**config.mk**
```make
export PLATFORM = sky130hd
export DESIGN_NAME = hs_ram_arbiter
export DESIGN_NICKNAME = d
export VERILOG_FILES = /design/src/rtl/hs_ram_arbiter.sv
export SDC_FILE = /design/constraint.sdc
export NUM_CORES = 1
export LEC_CHECK = 0
export CORE_ASPECT_RATIO = 0.8
export CORE_MARGIN = 4
export CORE_UTILIZATION = 44
export DETAILED_ROUTE_END_ITERATION = 7
export GPL_TIMING_DRIVEN = 0
export PLACE_DENSITY_LB_ADDON = 0.05
export SLEW_MARGIN = 20
export SYNTH_ARGS = -nofsm -noshare
export SYNTH_HDL_FRONTEND = slang
export SYNTH_SLANG_ARGS = --single-unit
```
**constraint.sdc**
```tcl
create_clock -name clk -period 2.3 [get_ports clk]
set_input_delay 0.46 -clock clk [delete_from_list [all_inputs] [get_ports clk]]
set_output_delay 0.46 -clock clk [all_outputs]
set_load 0.01 [all_outputs]
```
**src/rtl/hs_ram_arbiter.sv**
```systemverilog
// Shares the game work RAM between the CPU and the hiscore engine: pauses the CPU,
// waits for a quiet bus and a settle delay, then performs single-byte accesses.
module hs_ram_arbiter #(
  parameter int AW       = 16,
  parameter int DW       = 8,
  parameter int SETTLE   = 2,
  parameter int RD_LAT   = 1,
  parameter int HOLD_MAX = 255
) (
  input  logic          clk,
  input  logic          reset_n,
  input  logic [AW-1:0] cpu_addr,
  input  logic [DW-1:0] cpu_wdata,
  input  logic          cpu_we,
  input  logic          cpu_cs,
  input  logic          cpu_bus_idle,
  output logic [DW-1:0] cpu_rdata,
  input  logic          hs_req,
  input  logic          hs_we,
  input  logic [AW-1:0] hs_addr,
  input  logic [DW-1:0] hs_wdata,
  output logic [DW-1:0] hs_rdata,
  output logic          hs_ack,
  output logic          pause_req,
  output logic [AW-1:0] ram_addr,
  output logic [DW-1:0] ram_wdata,
  output logic          ram_we,
  input  logic [DW-1:0] ram_rdata,
  output logic          busy
);

  // Handshake: hs_req is a level holding hs_we/hs_addr/hs_wdata stable until hs_ack
  // pulses for one cycle; on the following cycle the requester either drops hs_req
  // or presents the next request (burst while the CPU stays paused).

  typedef enum logic [2:0] {
    S_IDLE, S_PAUSE_WAIT, S_SETTLE, S_ACCESS, S_READ_WAIT, S_DONE, S_HOLD
  } state_t;

  localparam logic [3:0] SETTLE_C    = 4'(SETTLE);
  localparam logic [3:0] RD_LAT_C    = 4'(RD_LAT);
  localparam logic [7:0] HOLD_LAST_C = 8'(HOLD_MAX - 1);

  state_t        state;
  logic [3:0]    cnt;
  logic [7:0]    hold_cnt;
  logic          lat_we;
  logic [AW-1:0] lat_addr;
  logic [DW-1:0] lat_wdata;
  logic          take_req;
  logic          cpu_owns;

  // The request is latched on the edge that enters ACCESS, from SETTLE or from HOLD.
  assign take_req = ((state == S_SETTLE) && (cnt == 4'd0)) ||
                    ((state == S_HOLD) && hs_req);

  assign cpu_owns  = (state == S_IDLE) || (state == S_PAUSE_WAIT);
  assign ram_addr  = cpu_owns ? cpu_addr : lat_addr;
  assign ram_wdata = cpu_owns ? cpu_wdata : lat_wdata;
  assign ram_we    = cpu_owns ? (cpu_we & cpu_cs) : ((state == S_ACCESS) && lat_we);
  assign cpu_rdata = ram_rdata;
  assign busy      = (state != S_IDLE);

  always_ff @(posedge clk or negedge reset_n) begin
    if (!reset_n) begin
      lat_we    <= 1'b0;
      lat_addr  <= '0;
      lat_wdata <= '0;
    end else if (take_req) begin
      lat_we    <= hs_we;
      lat_addr  <= hs_addr;
      lat_wdata <= hs_wdata;
    end
  end

  always_ff @(posedge clk or negedge reset_n) begin
    if (!reset_n) begin
      state     <= S_IDLE;
      pause_req <= 1'b0;
      hs_ack    <= 1'b0;
      hs_rdata  <= '0;
      cnt       <= '0;
      hold_cnt  <= '0;
    end else begin
      hs_ack <= 1'b0;
      case (state)
        S_IDLE: begin
          if (hs_req) begin
            state     <= S_PAUSE_WAIT;
            pause_req <= 1'b1;
          end
        end
        S_PAUSE_WAIT: begin
          if (!hs_req) begin
            state     <= S_IDLE;
            pause_req <= 1'b0;
          end else if (cpu_bus_idle) begin
            state <= S_SETTLE;
            cnt   <= SETTLE_C;
          end
        end
        S_SETTLE: begin
          if (cnt == 4'd0) state <= S_ACCESS;
          else             cnt   <= cnt - 4'd1;
        end
        S_ACCESS: begin
          if (lat_we) begin
            state  <= S_DONE;
            hs_ack <= 1'b1;
          end else begin
            state <= S_READ_WAIT;
            cnt   <= RD_LAT_C;
          end
        end
        S_READ_WAIT: begin
          // Capture on the cycle the countdown reaches zero: RD_LAT cycles after ACCESS.
          cnt <= cnt - 4'd1;
          if (cnt <= 4'd1) begin
            hs_rdata <= ram_rdata;
            state    <= S_DONE;
            hs_ack   <= 1'b1;
          end
        end
        S_DONE: begin
          state    <= S_HOLD;
          hold_cnt <= '0;
        end
        S_HOLD: begin
          if (hs_req) begin
            state    <= S_ACCESS;
            hold_cnt <= '0;
          end else if (hold_cnt == HOLD_LAST_C) begin
            state     <= S_IDLE;
            pause_req <= 1'b0;
            hold_cnt  <= '0;
          end else begin
            hold_cnt <= hold_cnt + 8'd1;
          end
        end
        default: begin
          state     <= S_IDLE;
          pause_req <= 1'b0;
        end
      endcase
    end
  end

endmodule

```
After elaboration in Yosys (flattened, before gate mapping)
Index checks and enable logic that the tools add are counted.

storage, ports and cells
  bits in registers = 50
  bits in latches = 0
  bits of input ports = 63
  bits in writable memories = 0
  bits in read-only memories = 0
  output and inout bits = 44
  logic and storage cells = 76
  memories kept = 0

operators by class
  magnitude comparators = 1
  divide/modulo/power cells = 0
  reductions and logical operators = 15
  $add $sub $neg = 2
  multipliers = 0
  equality and inequality tests = 19
  mux-type cells = 28
  bitwise gates (word level) = 2
  shift operators = 0

operators with widths
  kind                                                  count
  2-to-1 mux 8 bit                                      3
  2-to-1 mux 3 bit                                      7
  one-hot mux 3 bit (7 select lines)                    1
  2-to-1 mux 16 bit                                     1
  2-to-1 mux 4 bit                                      4
  != test 2 bit (second input constant)                 8
  one-hot mux 4 bit (4 select lines)                    1
  one-hot mux 8 bit (2 select lines)                    1
  AND reduction 5 bit                                   3
  equality test 3 bit (second input constant)           3
  adder 8 x 1 -> 8 bit (second input constant)          1
  equality test 8 bit (second input constant)           1
  2-to-1 mux 1 bit                                      8
  equality test 3 x 2 -> 1 bit (second input constant)  2
  <= comparator 4 x 1 -> 1 bit (second input constant)  1
  logical NOT 4 bit                                     1
  != test 2 x 1 -> 1 bit (second input constant)        2
  one-hot mux 1 bit (4 select lines)                    1
  nonzero test 4 bit                                    1
  OR reduction 4 bit                                    1
  subtractor 4 x 1 -> 4 bit (second input constant)     1
  equality test 3 x 1 -> 1 bit (second input constant)  1
  logical AND 1 bit                                     3
  logical NOT 3 bit                                     1
  9 further kinds                                       10

Depth between registers and ports, before layout
Gate-level depths: netlist of the first run.

  word-level depth = 4
  depth in mapped cells = 7
  depth with buffers taken out = 6

Worst setup path before layout of the first run
No wires, ideal clock.

  kind = register to output
  start point = register state[2]
  end point = output ram_addr[10]
  path slack = 0.413 ns
  stages on the path, launching flop included = 5
  buffers on the path = 2
  data arrival time = 1.427 ns
  data required time = 1.840 ns
  cell sequence = dfrtp_1 -> buf_4 -> nor2_2 -> buf_2 -> mux2_2

on the way
  word-level cells in the longest chain between the ends = 3
  elaborated cells on any way between the ends = 4
  classes of those cells = eq/ne (1); mux (1); reduce/logical (2)

ends and longest elaborated chain
  element                                                                   line  RTL
  start: declaration                                                        44    state_t state;
  start signal: assignment                                                  78    state <= S_IDLE;
  start signal: assignment                                                  89    state <= S_PAUSE_WAIT;
  start signal: assignment                                                  95    state <= S_IDLE;
  equality test 3 x 1 -> 1 bit / logical NOT 3 bit (equally long branches)  57    assign cpu_owns = (state == S_IDLE) || (state == S_PAUSE_WAIT);
  logical OR 1 bit (*)                                                      57
  2-to-1 mux 16 bit (*)                                                     58    assign ram_addr = cpu_owns ? cpu_addr : lat_addr;
  end: declaration                                                          25    output logic [AW-1:0] ram_addr,

Mark *: on every way between the ends. The rest lies on a longest branch, timed or not.

Worst setup path in the final report of the first run
  start point = register state[2]
  end point = output busy

on the way
  word-level cells in the longest chain between the ends = 1

ends and longest elaborated chain
  element             line  RTL
  nonzero test 3 bit  62    assign busy = (state != S_IDLE);
  end: declaration    29    output logic busy

No other way between the ends.

==> results_dict.tcl, run 1 <==
set metrics [dict create \
    wl_met3_um 625 \
    syn_avg_cell_area_um2 11.4 \
    die_height_um 79.6 \
    netlist.top_cell.by_area "dfrtp_1" \
    grt_pass1_wl_um 12000 \
    r2r-start "cnt[1]$_DFFE_PN0P_" \
    worstSetupPathType "reg2out" \
    reg2reg_slack_ps 320 \
    worstPathRequired_ps 1840 \
    grt_pass1_vias 2392 \
    synth_top_family_by_area "multiplexers" \
    period_minus_slack_ps 2220 \
    ant_nets 0 \
    status "finished, final reports clean" \
    vias 2379 \
    synth.ff_latch_count 50 \
    synthesis.area_mm2 0.00282 \
    overflow 0 \
    wl_met1_um 3210 \
    cp_data_arrival_time_ps 1760 \
    clkLatencyLatePin_ps 300 \
    async_flop_share_pct 100 \
    end_kind "primary output" \
    synthSimpleGateAreaFrac_pct 11.5 \
    cts_num_sinks 50 \
    synth_adder_area_share_pct 1.77 \
    wire_per_inst_um 16.6 \
    synth-xor-area-share_pct 0.311 \
    synth_top_area_share_pct 44.4 \
    gp_congestion 0.832 \
    whs_ps 176 \
    layout.nets 435 \
    htree_num_levels 2 \
    drtIter0Drc 82 \
    avgViaCountPerCell 5.30 \
    r2r_cells 6 \
    maxCapViolations 0 \
    min_path_type "in2async" \
    rows 25 \
    post-place-cells 433 \
    synth_edf_count 0 \
    ys_types 52 \
    wirelength_um 7470 \
    power_leakage_nw 1.80 \
    synth_nets 314 \
    netlist_top_cells_area "dfrtp_1 (44%), mux2_2 (23%), buf_4 (2.7%)" \
    cts.path.max_buffers 2 \
    yosys-mux-area-fraction_pct 23.5 \
    max-slew-margin-rel_pct 56.6 \
    antenna_cells 0 \
    finalCritPeriodShare_pct 96.6 \
    root_buffer "clkbuf_8" \
    grt_max_degree 51 \
    ioPinCount 107 \
    start_kind "register" \
    topRoutingLayerUsed "met4" \
    path_max_fanout 4 \
    area_growth_syn_to_layout_pct 46.4 \
    final_cells 449 \
    finalHoldViolCount 0 \
    skew_ps 2.75 \
    dr.pass1.iters 4 \
    vdd_drop_max_v 0.000563 \
    clkTransAtPathRegs_ps 90 \
    cts_made_buffers 5 \
    cts-hold-fix-buffers 0 \
    drc_errors 0 \
    synth-compound-area-share_pct 12.0 \
    fmax_mhz 450 \
    grtUsageTotal_pct 19.3 \
    core_area_mm2 0.00607 \
    initial_utilization_pct 46.5 \
    antenna_found_initial 0 \
    setup_viol_count_final 0 \
    tritoncts "done" \
    final_core_util_pct 68.0 \
    die_area_mm2 0.00776 \
    synthFlopType "dfrtp_1" \
    met2_length_um 3520 \
    tightest_slew_ps 651 \
    drv_slew 0 \
    rr_endpoint "lat_addr[3]$_DFFE_PN0P_" \
    yosysSeqAreaShare_pct 44.4 \
    drive_gt1_share_pct 35.3 \
    die_x_um 97.5 \
    yosysWarnings 0 \
    power_density_mw_per_mm2 1260 \
    port_buffers 105 \
    dp_hpwl_um 5390 \
    syn_inst 247 \
]
==> cell type report <==
cell class,instances,area [µm²]
timing repair buffer,116,1050
tap,81,101
inverter,9,33.8
clock buffer,6,82.6
fill,475,1940
sequential,50,1250
multi-input combinational,167,1400
clock inverter,1,30.0
buffer,19,173
==> state kept, by name, indices dropped and copies added (netlist names) <==
| name | cells |
|---|---|
| lat_wdata | 8 |
| hs_rdata | 8 |
| lat_addr | 16 |
| state | 3 |
| lat_we | 1 |
| pause_req | 1 |
| hold_cnt | 8 |
| cnt | 4 |
| hs_ack | 1 |
==> Yosys cell counts (all sizes together), types with 2 or more instances <==
cell type and n:
nand4 3, dfrtp 50, nor2b 3, nand3 5, a21oi 12, clkbuf 2
mux2 57, and4bb 2, o31ai 3, a211oi 3, inv 9, ha 4
nor3 6, buf 19, o2bb2ai 2, o21ai 5, nor2 10, a21o 5
a31oi 5, and2 3, or4 2, mux2i 2, nand2 16
==> where the power goes <==
part | leakage, nW | internal [mW] | switching (mW)
Clock | 0.0573 | 0.349 | 0.297
Combinational | 1.13 | 1.68 | 1.33
Sequential | 0.622 | 1.27 | 0.269
Total | 1.80 | 3.30 | 1.89
==> worst max-delay path by stage <==
stage                          endpoint  slack, ps                  from
3_5_place_dp               ram_wdata[1]       -370  state[2]$_DFFE_PN0P_
4_1_cts                     ram_addr[4]        -70  state[2]$_DFFE_PN0P_
6_report                           busy         80  state[2]$_DFFE_PN0P_
2_1_floorplan              ram_addr[10]        410  state[2]$_DFFE_PN0P_
3_3_place_gp   lat_wdata[3]$_DFFE_PN0P_       -800               reset_n
5_1_grt                            busy        -10  state[2]$_DFFE_PN0P_
==> through the flow <==
stage,total power [mW],worst slack [ps],TNS [ps],cell area [µm²]
6_report,5.19,77.5,0,4130
3_5_place_dp,4.46,-374,-6730,3970
5_1_grt,5.58,-13.7,-13.7,4130
3_3_place_gp,4.40,-803,-46050,3970
2_1_floorplan,3.25,413,0,2820
4_1_cts,5.20,-70.8,-390,4170
==> per-layer routing <==
metal | GRT usage, % | vias up
li1 | - | 1141
met1 | 24.6 | 1145
met2 | 31.0 | 84
met3 | 6.99 | 9
met4 | 5.95 | 0
met5 | 0 | -
==> cell usage in the layout (no fill, tap or decap), drive strengths merged, types with 6 or more instances in the layout <==
cell           Yosys  routed
nand2             16      16
buf               19      41
nor2              10      10
clkbuf             2      19
a21oi             12      12
dfrtp             50      50
nor3               6       6
mux2              57      57
inv                9       9
clkdlybuf4s50      0      78
==> critical path, stage by stage, from the launching register on <==
cell             delay [ps]
dfrtp_1                 400
buf_6                   140
nor2_4                  180
buf_8                   130
buf_6                   110
buf_4                   100
buf_4                   100
nand2_1                  50
clkdlybuf4s15_1         250
==> cells by family (layout without fill, tap and decap cells) <==
family | count (synthesis) | after routing
compound gates | 46 | 46
xor+xnor | 1 | 1
fa+ha+maj | 4 | 4
buf+inv | 30 | 151
flops | 50 | 50
mux | 59 | 59
simple gates | 57 | 57
==> repair_timing <==
item | in CTS | in global routing
gates cloned | 1 | 0
setup endpoints to repair | 26 | 24
resized for setup | 74 | 35
pin swaps | 1 | 1
setup buffers | 8 | 3
Note: power is estimated with default switching activity, not from simulation.
==> inputs of run 2 (changes only) <==
CORE_UTILIZATION = 53   (was 44)
DONT_BUFFER_PORTS = 1   (was unset)
SLEW_MARGIN = unset   (was 20)
==> run 2 against run 1 <==
Compared with the run above:
- the flow now finishes with violations (negative hold slack)
- clock skew increased by 2.1 ps
- global-route usage decreased by 0.93 points
- non-clock buffer count decreased by 111
- cell count decreased by 29%
- routed wire length decreased by 20%
- critical endpoint is now ram_we
==> results_dict.tcl, run 2 (synthesized netlist as in run 1, its figures left out) <==
set metrics [dict create \
    status "finished, violations left" \
    failed_checks "negative hold slack" \
    whs_ps -6.48 \
    grt_pass1_wl_um 9320 \
    tritoncts "done" \
    wirelength_um 5940 \
    setup_total_negative_slack_ps 0 \
    worstSetupPathType "reg2out" \
    layout.nets 324 \
    die_x_um 89.6 \
    port_buffers 0 \
    gp_congestion 0.809 \
    layout_commonest_cell "mux2_2" \
    path_max_fanout 10 \
    start_kind "register" \
    min_path_type "in2async" \
    vias 1887 \
    drc_errors 0 \
    grtUsageTotal_pct 18.4 \
    cts.path.max_buffers 2 \
    cts_made_buffers 5 \
    cts_num_sinks 50 \
    area_growth_syn_to_layout_pct 9.80 \
    htree_num_levels 2 \
    power_density_mw_per_mm2 1430 \
    root_buffer "clkbuf_8" \
    vdd_drop_max_v 0.000777 \
    grt_pass1_vias 1846 \
    rsz0062_at_grt "false" \
    wire_per_inst_um 18.6 \
    dp_hpwl_um 4390 \
    finalCritPeriodShare_pct 93.3 \
    maxCapViolations 0 \
    largest_register "lat_addr" \
    largest_reg_flops 16 \
    core_area_mm2 0.00506 \
    cp_data_arrival_time_ps 1690 \
    multiInputGateArea_mm2 0.00139 \
    antenna_found_initial 0 \
    avgViaCountPerCell 5.90 \
    final_core_util_pct 61.1 \
    die_height_um 73.2 \
    fillers 410 \
    antenna_cells 0 \
    tightest_slew_ps 462 \
    total_power_mw 4.43 \
    power_leakage_nw 1.34 \
    end_kind "primary output" \
    period_minus_slack_ps 2150 \
    setup_viol_count_final 0 \
    drive_gt1_share_pct 39.1 \
    drv_slew 0 \
    die_area_mm2 0.00656 \
    ioPinCount 107 \
    layout_common_cells "mux2_2 (57), dfrtp_1 (50), nand2_1 (15)" \
    rows 23 \
    dr.pass1.iters 4 \
    clkTransAtPathRegs_ps 90 \
    ant_nets 0 \
    drtIter0Drc 63 \
    finalHoldViolCount 5 \
    clkLatencyLatePin_ps 300 \
    seq_area_mm2 0.00125 \
    grt_max_degree 51 \
    fmax_mhz 466 \
    overflow 0 \
    worstPathRequired_ps 1840 \
    initial_utilization_pct 55.7 \
    skew_ps 4.80 \
    max-slew-margin-rel_pct 69.2 \
]
==> run 2: per-layer routing <==
layer | vias up | global-route usage, % | part of all wire, %
met1 | 889 | 26.9 | 45
met5 | - | 0 | 0
li1 | 917 | - | -
met3 | 4 | 5.98 | 8.4
met2 | 77 | 26.6 | 46
met4 | 0 | 3.97 | 0.59
==> run 2: worst max-delay path, stage by stage, from the launching register on <==
cell     delay (ps)
dfrtp_1         320
buf_2           220
buf_2           230
buf_2           250
nand3_1         140
a21oi_2         230
==> run 2: final timing paths <==
check	startpoint	to	slack (ps)	depth (start not counted)
setup reg to reg	cnt[1]$_DFFE_PN0P_	lat_addr[5]$_DFFE_PN0P_	350	6
hold reg to reg	lat_addr[11]$_DFFE_PN0P_	lat_addr[11]$_DFFE_PN0P_	510	1
max in group asynchronous	reset_n	hold_cnt[2]$_DFFE_PN0P_	2070	1
min in group clk	hs_addr[3]	lat_addr[3]$_DFFE_PN0P_	300	1
hold / removal	reset_n	hold_cnt[0]$_DFFE_PN0P_	-6	1
setup / recovery	state[1]$_DFFE_PN0P_	ram_we	150	5
==> run 2: timing repair <==
action | in CTS | in global routing
hold buffers | 1 | 0
endpoints found under the setup margin | 18 | 19
buffers inserted | 0 | 2
resized for setup | 3 | 1
hold endpoints to repair | 50 | 0
pin swaps | 0 | 1
==> run 2: power breakdown <==
part | internal [mW] | total, mW | leakage, nW | switching, mW
Combinational | 1.03 | 2.09 | 0.642 | 1.06
Sequential | 1.27 | 1.59 | 0.622 | 0.318
Clock | 0.464 | 0.749 | 0.0714 | 0.285
Total | 2.76 | 4.43 | 1.34 | 1.67
==> run 2: layout make-up <==
| class | instances | share of cell area, % |
|---|---|---|
| Multi-Input combinational cell | 167 | 44.9 |
| Sequential cell | 50 | 40.4 |
| Buffer | 21 | 5.09 |
| Clock buffer | 6 | 2.67 |
| Tap cell | 62 | 2.51 |
| Clock inverter | 2 | 1.94 |
| Timing Repair Buffer | 3 | 1.37 |
| Inverter | 9 | 1.09 |
==> run 2: through the flow <==
step / hold slack (ps) / cells / worst slack, ps / instance area, µm²
finish: -6.48 / 320 / 155 / 3100
global route: 7.17 / 320 / 9.41 / 3100
CTS: 8.92 / 318 / 0.777 / 3080
detailed placement: 166 / 309 / 105 / 2900
global placement: 166 / 309 / 103 / 2900
floorplan: 164 / 247 / 413 / 2820
